$ cat src/rtl/reg_write_scheduler_pkg.sv
// Shared definitions for the register write scheduler: register map, FSM states and grant sources.
// Holds no logic; it is imported by the top module.
package reg_write_scheduler_pkg;

    localparam int NUM_REGS = 5;

    localparam int REG_EN_OUT_LO  = 0;
    localparam int REG_EN_OUT_HI  = 1;
    localparam int REG_EN_PWM_LO  = 2;
    localparam int REG_EN_PWM_HI  = 3;
    localparam int REG_PWM_DUTY   = 4;

    typedef enum logic [1:0] {
        ST_IDLE   = 2'd0,
        ST_SPI_WR = 2'd1,
        ST_LOC_WR = 2'd2
    } state_e;

    typedef enum logic {
        SRC_SPI = 1'b0,
        SRC_LOC = 1'b1
    } src_e;

endpackage

$ cat src/rtl/reg_wr_fifo.sv
// Small synchronous FIFO for queued SPI writes; the head is visible combinationally on rdata_o.
// No internal backpressure: the caller only pushes when there is room (or a pop happens in the same cycle) and only pops when the FIFO is non-empty.
module reg_wr_fifo #(
    parameter int W     = 15,
    parameter int DEPTH = 2
) (
    input  logic         clk,
    input  logic         rst_n,
    input  logic         push_i,
    input  logic         pop_i,
    input  logic [W-1:0] wdata_i,
    output logic [W-1:0] rdata_o,
    output logic         full_o,
    output logic         empty_o
);

    localparam int PW = (DEPTH > 1) ? $clog2(DEPTH) : 1;
    localparam int CW = $clog2(DEPTH) + 1;

    logic [W-1:0]  mem_q [DEPTH];
    logic [PW-1:0] wptr_q;
    logic [PW-1:0] rptr_q;
    logic [CW-1:0] count_q;

    assign rdata_o = mem_q[rptr_q];
    assign full_o  = (count_q == CW'(DEPTH));
    assign empty_o = (count_q == '0);

    // Depth is a power of two, so the pointers wrap by plain overflow.
    always_ff @(posedge clk or negedge rst_n) begin
        if (!rst_n) begin
            for (int i = 0; i < DEPTH; i++) begin
                mem_q[i] <= '0;
            end
            wptr_q  <= '0;
            rptr_q  <= '0;
            count_q <= '0;
        end else begin
            if (push_i) begin
                mem_q[wptr_q] <= wdata_i;
                wptr_q        <= wptr_q + PW'(1);
            end
            if (pop_i) begin
                rptr_q <= rptr_q + PW'(1);
            end
            case ({push_i, pop_i})
                2'b10:   count_q <= count_q + CW'(1);
                2'b01:   count_q <= count_q - CW'(1);
                default: count_q <= count_q;
            endcase
        end
    end

endmodule

$ cat src/rtl/reg_write_scheduler.sv
// Owns the five config registers and arbitrates SPI (queued) and local (req/ack) writes round-robin.
// Two clocks per commit; local master is stalled by withholding loc_ack, SPI frames are dropped with spi_ovf when the queue is full.
module reg_write_scheduler
    import reg_write_scheduler_pkg::*;
#(
    parameter int ADDR_W     = 7,
    parameter int DATA_W     = 8,
    parameter int FIFO_DEPTH = 2
) (
    input  logic              clk,
    input  logic              rst_n,
    input  logic              spi_valid,
    input  logic [ADDR_W-1:0] spi_addr,
    input  logic [DATA_W-1:0] spi_data,
    output logic              spi_ovf,
    input  logic              loc_req,
    input  logic [ADDR_W-1:0] loc_addr,
    input  logic [DATA_W-1:0] loc_data,
    output logic              loc_ack,
    output logic              addr_err,
    output logic              busy,
    output logic [DATA_W-1:0] en_reg_out_7_0,
    output logic [DATA_W-1:0] en_reg_out_15_8,
    output logic [DATA_W-1:0] en_reg_pwm_7_0,
    output logic [DATA_W-1:0] en_reg_pwm_15_8,
    output logic [DATA_W-1:0] pwm_duty_cycle
);

    localparam int EW = ADDR_W + DATA_W;

    logic              fifo_push;
    logic              fifo_pop;
    logic              fifo_full;
    logic              fifo_empty;
    logic [EW-1:0]     fifo_head;

    state_e            state_q;
    src_e              last_grant_q;
    logic [ADDR_W-1:0] wr_addr_q;
    logic [DATA_W-1:0] wr_data_q;
    logic [DATA_W-1:0] regs_q [NUM_REGS];
    logic              spi_ovf_q;

    logic              grant_spi;
    logic              grant_loc;

    // On a tie the source that did not win last time gets the slot.
    always_comb begin
        grant_spi = 1'b0;
        grant_loc = 1'b0;
        if (state_q == ST_IDLE) begin
            if (!fifo_empty && (!loc_req || last_grant_q == SRC_LOC)) begin
                grant_spi = 1'b1;
            end else if (loc_req) begin
                grant_loc = 1'b1;
            end
        end
    end

    assign fifo_pop  = grant_spi;
    assign fifo_push = spi_valid && (!fifo_full || fifo_pop);

    reg_wr_fifo #(
        .W     (EW),
        .DEPTH (FIFO_DEPTH)
    ) u_fifo (
        .clk     (clk),
        .rst_n   (rst_n),
        .push_i  (fifo_push),
        .pop_i   (fifo_pop),
        .wdata_i ({spi_addr, spi_data}),
        .rdata_o (fifo_head),
        .full_o  (fifo_full),
        .empty_o (fifo_empty)
    );

    always_ff @(posedge clk or negedge rst_n) begin
        if (!rst_n) begin
            state_q      <= ST_IDLE;
            last_grant_q <= SRC_LOC;
            wr_addr_q    <= '0;
            wr_data_q    <= '0;
            spi_ovf_q    <= 1'b0;
            for (int i = 0; i < NUM_REGS; i++) begin
                regs_q[i] <= '0;
            end
        end else begin
            spi_ovf_q <= spi_valid && !fifo_push;
            case (state_q)
                ST_IDLE: begin
                    if (grant_spi) begin
                        wr_addr_q    <= fifo_head[EW-1:DATA_W];
                        wr_data_q    <= fifo_head[DATA_W-1:0];
                        last_grant_q <= SRC_SPI;
                        state_q      <= ST_SPI_WR;
                    end else if (grant_loc) begin
                        wr_addr_q    <= loc_addr;
                        wr_data_q    <= loc_data;
                        last_grant_q <= SRC_LOC;
                        state_q      <= ST_LOC_WR;
                    end
                end
                ST_SPI_WR, ST_LOC_WR: begin
                    case (wr_addr_q)
                        ADDR_W'(REG_EN_OUT_LO): regs_q[REG_EN_OUT_LO] <= wr_data_q;
                        ADDR_W'(REG_EN_OUT_HI): regs_q[REG_EN_OUT_HI] <= wr_data_q;
                        ADDR_W'(REG_EN_PWM_LO): regs_q[REG_EN_PWM_LO] <= wr_data_q;
                        ADDR_W'(REG_EN_PWM_HI): regs_q[REG_EN_PWM_HI] <= wr_data_q;
                        ADDR_W'(REG_PWM_DUTY):  regs_q[REG_PWM_DUTY]  <= wr_data_q;
                        default: ;
                    endcase
                    state_q <= ST_IDLE;
                end
                default: state_q <= ST_IDLE;
            endcase
        end
    end

    assign loc_ack  = (state_q == ST_LOC_WR);
    assign addr_err = (state_q != ST_IDLE) && (wr_addr_q >= ADDR_W'(NUM_REGS));
    assign spi_ovf  = spi_ovf_q;
    assign busy     = !fifo_empty || (state_q != ST_IDLE);

    assign en_reg_out_7_0  = regs_q[REG_EN_OUT_LO];
    assign en_reg_out_15_8 = regs_q[REG_EN_OUT_HI];
    assign en_reg_pwm_7_0  = regs_q[REG_EN_PWM_LO];
    assign en_reg_pwm_15_8 = regs_q[REG_EN_PWM_HI];
    assign pwm_duty_cycle  = regs_q[REG_PWM_DUTY];

endmodule

$ cat config.mk
export PLATFORM = sky130hd
export DESIGN_NAME = reg_write_scheduler
export DESIGN_NICKNAME = d
export VERILOG_FILES = /design/src/rtl/reg_write_scheduler_pkg.sv /design/src/rtl/reg_wr_fifo.sv /design/src/rtl/reg_write_scheduler.sv
export SDC_FILE = /design/constraint.sdc
export NUM_CORES = 1
export LEC_CHECK = 0
export CORE_UTILIZATION = 52
export CTS_BUF_LIST = sky130_fd_sc_hd__clkbuf_4 sky130_fd_sc_hd__clkbuf_8 sky130_fd_sc_hd__clkbuf_16
export CTS_CLUSTER_SIZE = 30
export DETAILED_ROUTE_END_ITERATION = 8
export GPL_TIMING_DRIVEN = 0
export PLACE_DENSITY = 0.82
export SLEW_MARGIN = 20
export SYNTH_ARGS = -nofsm -noshare
export SYNTH_HDL_FRONTEND = slang
export SYNTH_SLANG_ARGS = --single-unit
$ cat constraint.sdc
create_clock -name clk -period 2.9 [get_ports clk]
set_input_delay 0.58 -clock clk [delete_from_list [all_inputs] [get_ports clk]]
set_output_delay 0.58 -clock clk [all_outputs]
set_load 0.05 [all_outputs]
Word level (Yosys, flattened, before mapping)
Index checks and enable logic that the tools add are counted.
{"block": "word_totals", "reg_bits": 93, "out_inout_bits": 44, "in_bits": 34, "word_cells": 81}
{"block": "op_classes", "n_reduce_logical": 25, "bitwise": 2, "order_cmp": 4, "addsub": 4, "eq_ne": 10, "mux": 21}
{"operator": "two-way mux 15 bit", "count": 4}
{"operator": "bitwise mux 30 bit", "count": 1}
{"operator": "two-way mux 8 bit", "count": 2}
{"operator": "demux 15 bit (select 1 bit)", "count": 1}
{"operator": "== test 7 x 2 -> 1 bit, second input constant", "count": 2}
{"operator": "two-way mux 7 bit", "count": 2}
{"operator": "AND reduction 2 bit", "count": 6}
{"operator": "== test 7 x 1 -> 1 bit, second input constant", "count": 1}
{"operator": "== test 7 x 3 -> 1 bit, second input constant", "count": 1}
{"operator": ">= comparator 7 x 3 -> 1 bit, second input constant", "count": 1}
{"operator": "zero test 7 bit", "count": 1}
{"operator": "two-way mux 1 bit", "count": 7}
{"operator": "== test 2 bit, second input constant", "count": 3}
{"operator": "two-way mux 2 bit", "count": 3}
{"operator": "nonzero test 2 bit", "count": 3}
{"operator": "logical AND 1 bit", "count": 5}
{"operator": "== test 2 x 1 -> 1 bit, second input constant", "count": 2}
{"operator": ">= comparator 2 bit, second input constant", "count": 2}
{"operator": "zero test 1 bit", "count": 4}
{"operator": "zero test 2 bit", "count": 2}
{"operator": "NOT 1 -> 2 bit", "count": 2}
{"operator": "one-hot mux 2 bit (2 select lines)", "count": 1}
{"operator": "logical OR 1 bit", "count": 3}
{"operator": "!= test 3 bit, second input constant", "count": 1}
{"operator": "5 further kinds", "count": 6}

Depth between registers and ports, before layout
{"block": "depth", "depth_word": 9, "depth_mapped": 9, "mapped_depth_nobuf": 8}

By module
A second synthesis with hierarchy kept.
{"block": "unflattened", "hier_cells": 296, "area_unflattened_um2": 4130.2}
{"module": "reg_write_scheduler", "cells_per_inst": 201, "seq_area_each_um2": 1477.7, "n_inst": 1, "area_per_inst_um2": 2611.3}
{"module": "reg_wr_fifo", "cells_per_inst": 95, "seq_area_each_um2": 850.8, "n_inst": 1, "area_per_inst_um2": 1519.0}

Worst setup path before layout
OpenSTA, ideal clock, no wires.
{"block": "synth_path", "path_type": "reg2out", "from": "register state_q[0]", "to": "output port addr_err", "stages_incl_launch_ff": 7, "required_ns": 2.320, "t_arrival_ns": 1.935, "n_path_buf": 3, "slack_ns": 0.385, "path_cell_list": "dfrtp_1 > inv_1 > ha_1 > clkbuf_1 > buf_1 > clkbuf_1 > a21oi_1"}
{"block": "synth_between", "elab_chain_cells": 2}
{"item": "start: declaration", "line": "reg_write_scheduler.sv:37", "rtl": "state_e state_q;"}
{"item": "start signal: assignment", "line": "reg_write_scheduler.sv:79", "rtl": "state_q <= ST_IDLE;"}
{"item": "start signal: assignment", "line": "reg_write_scheduler.sv:95", "rtl": "state_q <= ST_SPI_WR;"}
{"item": "start signal: assignment", "line": "reg_write_scheduler.sv:100", "rtl": "state_q <= ST_LOC_WR;"}
{"item": "nonzero test 2 bit", "line": "reg_write_scheduler.sv:120", "rtl": "assign addr_err = (state_q != ST_IDLE) && (wr_addr_q >= ADDR_W'(NUM_REGS));"}
{"item": "logical AND 1 bit", "line": "reg_write_scheduler.sv:120"}
{"item": "end: declaration", "line": "reg_write_scheduler.sv:20", "rtl": "output logic addr_err,"}
No other way between the ends.

Worst setup path in the final report
Ends and elaborated chain as after synthesis.

==> results.json <==
{
  "power_frac_seq": 0.370,
  "setup-violations-final": 0,
  "final_common_cell": "dfrtp_1",
  "firstDrtPassIters": 4,
  "synthArstFlopShare": 1.00,
  "portBuffers": 77,
  "grt-ovfl-total": 0,
  "area_growth_syn_to_layout_pct": 27.9,
  "final_max_slew_viol_count": 0,
  "syn_area_sq_um": 4070,
  "h-tree-depth": 3,
  "insertion_delay_ns": 0.34,
  "root_buffer": "clkbuf_8",
  "wl_per_cell_um": 17.6,
  "die-area_sq_um": 8190,
  "ir_drop_uv": 441,
  "reg2reg_from": "state_q[0]",
  "place_hpwl_um": 6250,
  "multi_input_area_sq_um": 1670,
  "drtIter0Drc": 151,
  "synth_top_area_share": 0.565,
  "fmax_mhz": 360,
  "tightest_slew_ns": 0.782,
  "holdWs_ns": 0.0513,
  "synth_largest_area_cell": "dfrtp_1",
  "power.switching_mw": 2.59,
  "fillers": 539,
  "crit_fanout": 10,
  "min-delay-path-class": "in2async",
  "synth_edf_count": 0,
  "cts_sinks": 93,
  "clockBufferDepth": 2,
  "core.rowCount": 31,
  "endpoint_kind": "output pin",
  "pwr-share-clk": 0.145,
  "placed_cells": 476,
  "layout.nets": 424,
  "gp_congestion": 0.836,
  "worst_ep_arrival_time_ns": 2.20,
  "grt_pass1_wl_um": 14300,
  "path_class": "reg2out",
  "io-pin-count": 78,
  "grtUsageTotal": 0.226,
  "rsz0062_at_grt": "false",
  "outcome": "complete, no violations",
  "core_area_sq_um": 7410,
  "fin_setup_tns_ns": 0,
  "grt_max_degree": 78,
  "setup_ws_ns": 0.119,
  "required_ns": 2.32,
  "cp-startpoint": "state_q[0]",
  "finalWirelength_um": 8640,
  "drc": 0,
  "cts_tree": "built",
  "p_sw_frac": 0.416,
  "start_util": 0.550,
  "start_kind": "flop",
  "num_vias": 2749,
  "grt_antenna_before_repair": 0,
  "combPwrFrac": 0.485,
  "die_h_um": 90.5,
  "synth.area.top_cells": "dfrtp_1 (57%), mux2_2 (17%), mux2i_1 (3.7%)",
  "pwr_density_cell_nw_per_um2": 1190,
  "final_cell_mix": "dfrtp_1 (92), clkdlybuf4s50_1 (74), mux2_2 (62)",
  "internal-power_mw": 3.63,
  "cellLeakagePower_nw": 2.29,
  "clk_pin_slew_ns": 0.08,
  "timing.final.crit_share": 0.959,
  "detailed_place.area_sq_um": 5000,
  "fin_crit_ns": 2.78,
  "cap_viol_max_count": 0,
  "clock_skew_ns": 0.00546,
  "ys_ff_latch": 93,
  "ant_nets": 0,
  "drive_gt1_frac": 0.258,
  "slew_headroom": 0.479,
  "hold_viol_final": 0,
  "synthCells": 299,
  "antennaDiodeCount": 0,
  "yosys_warnings": 0,
  "synth_fp_nets": 336,
  "yosysUniqueCellTypes": 35,
  "final_area_sq_um": 5210,
  "regArea_sq_um": 2330,
  "first_global_vias": 2816,
  "cts_buffers": 9,
  "instances_no_fill": 491,
  "post-place-ws_ns": -0.286,
  "syn_area_per_cell_sq_um": 13.6,
  "synth_seq_area_share": 0.572,
  "die_w_um": 90.5,
  "synth_flop_cell": "dfrtp_1",
  "routed_via_density": 5.60,
  "post-cts-setup-buffers": 0
}
==> worst max-delay path, stage by stage, from the launching register on <==
cell and delay (ns):
dfrtp_1 0.36, inv_1 0.06, ha_2 0.26, buf_2 0.20, clkbuf_2 0.21, a21oi_1 0.16, dlygate4sd2_1 0.59
==> routing by layer <==
metal | vias to the layer above | track usage | part of all wire
li1 | 1266 | - | -
met1 | 1367 | 0.303 | 0.44
met2 | 102 | 0.376 | 0.50
met3 | 14 | 0.0311 | 0.037
met4 | 0 | 0.0806 | 0.016
met5 | - | 0 | 0
==> logic make-up after synthesis <==
group                      count (synthesis)  synth area share
DFF                                       93             0.572
muxes                                     85             0.238
and+or+nand+nor                           47            0.0759
AOI/OAI and AO/OA                         46            0.0746
buffers and inverters                     20            0.0203
xor gates and xnor gates                   5            0.0107
adders and majority gates                  3           0.00921
==> through the flow <==
step | utilization | power, mW
3_3_place_gp | 0.671 | 5.22
4_1_cts | 0.703 | 6.25
5_1_grt | 0.703 | 6.56
2_1_floorplan | - | 4.37
3_5_place_dp | 0.675 | 5.34
6_report | 0.703 | 6.22
==> state kept, by name, indices dropped and copies added, names as in the netlist <==
name	cells
u_fifo.mem_q	30
wr_data_q	8
u_fifo.wptr_q	1
u_fifo.rptr_q	1
wr_addr_q	7
en_reg_pwm_15_8	8
en_reg_out_15_8	8
u_fifo.count_q	2
state_q	2
spi_ovf	1
last_grant_q	1
en_reg_out_7_0	8
en_reg_pwm_7_0	8
pwm_duty_cycle	8
==> synth_stat cells (2+ instances only) <==
master     n
nand2b_1   3
dfrtp_1   92
mux2_2    62
buf_1      4
mux2_4     8
buf_2      3
inv_1      4
a21oi_1    7
clkbuf_1   8
nand2_1    7
o21ai_0    2
o22ai_1    5
nor2b_1   20
a31oi_1   20
nor2_1     5
mux2i_1   15
nor3b_1    2
o221ai_1  10
xnor2_1    4
ha_1       3
==> layout make-up <==
class                      instances  share of cell area
buffer                            15              0.0127
clock buffer                      13              0.0331
clock inverter                     3             0.00816
inverter                           4             0.00288
multi-input combinational        186               0.320
sequential                        93               0.447
tap                               99              0.0238
timing repair buffer              78               0.153
==> worst paths after layout <==
kind | end | cells past startpoint | slack, ns
hold / removal | en_reg_out_7_0[3] | 1 | 0.05
setup / recovery | addr_err | 6 | 0.12
hold reg to reg | state_q[0] | 2 | 0.50
setup reg to reg | u_fifo.mem_q[27] | 6 | 0.70
min in group clk | state_q[0] | 2 | 0.50
max in group asynchronous | last_grant_q | 2 | 2.19
==> power groups by stage <==
stage / Sequential, mW / Clock, mW / Combinational, mW
floorplan: 2.90 / 0 / 1.47
global placement: 2.28 / 0 / 2.94
detailed placement: 2.33 / 0 / 3.02
CTS: 2.30 / 0.916 / 3.03
global route: 2.39 / 0.965 / 3.21
finish: 2.30 / 0.901 / 3.02
==> timing repair <==
item,4_1_cts,5_1_grt
hold buffers,0,0
gates resized for setup,4,1
setup endpoints to repair,2,2
(Power assumes the default switching activity.)
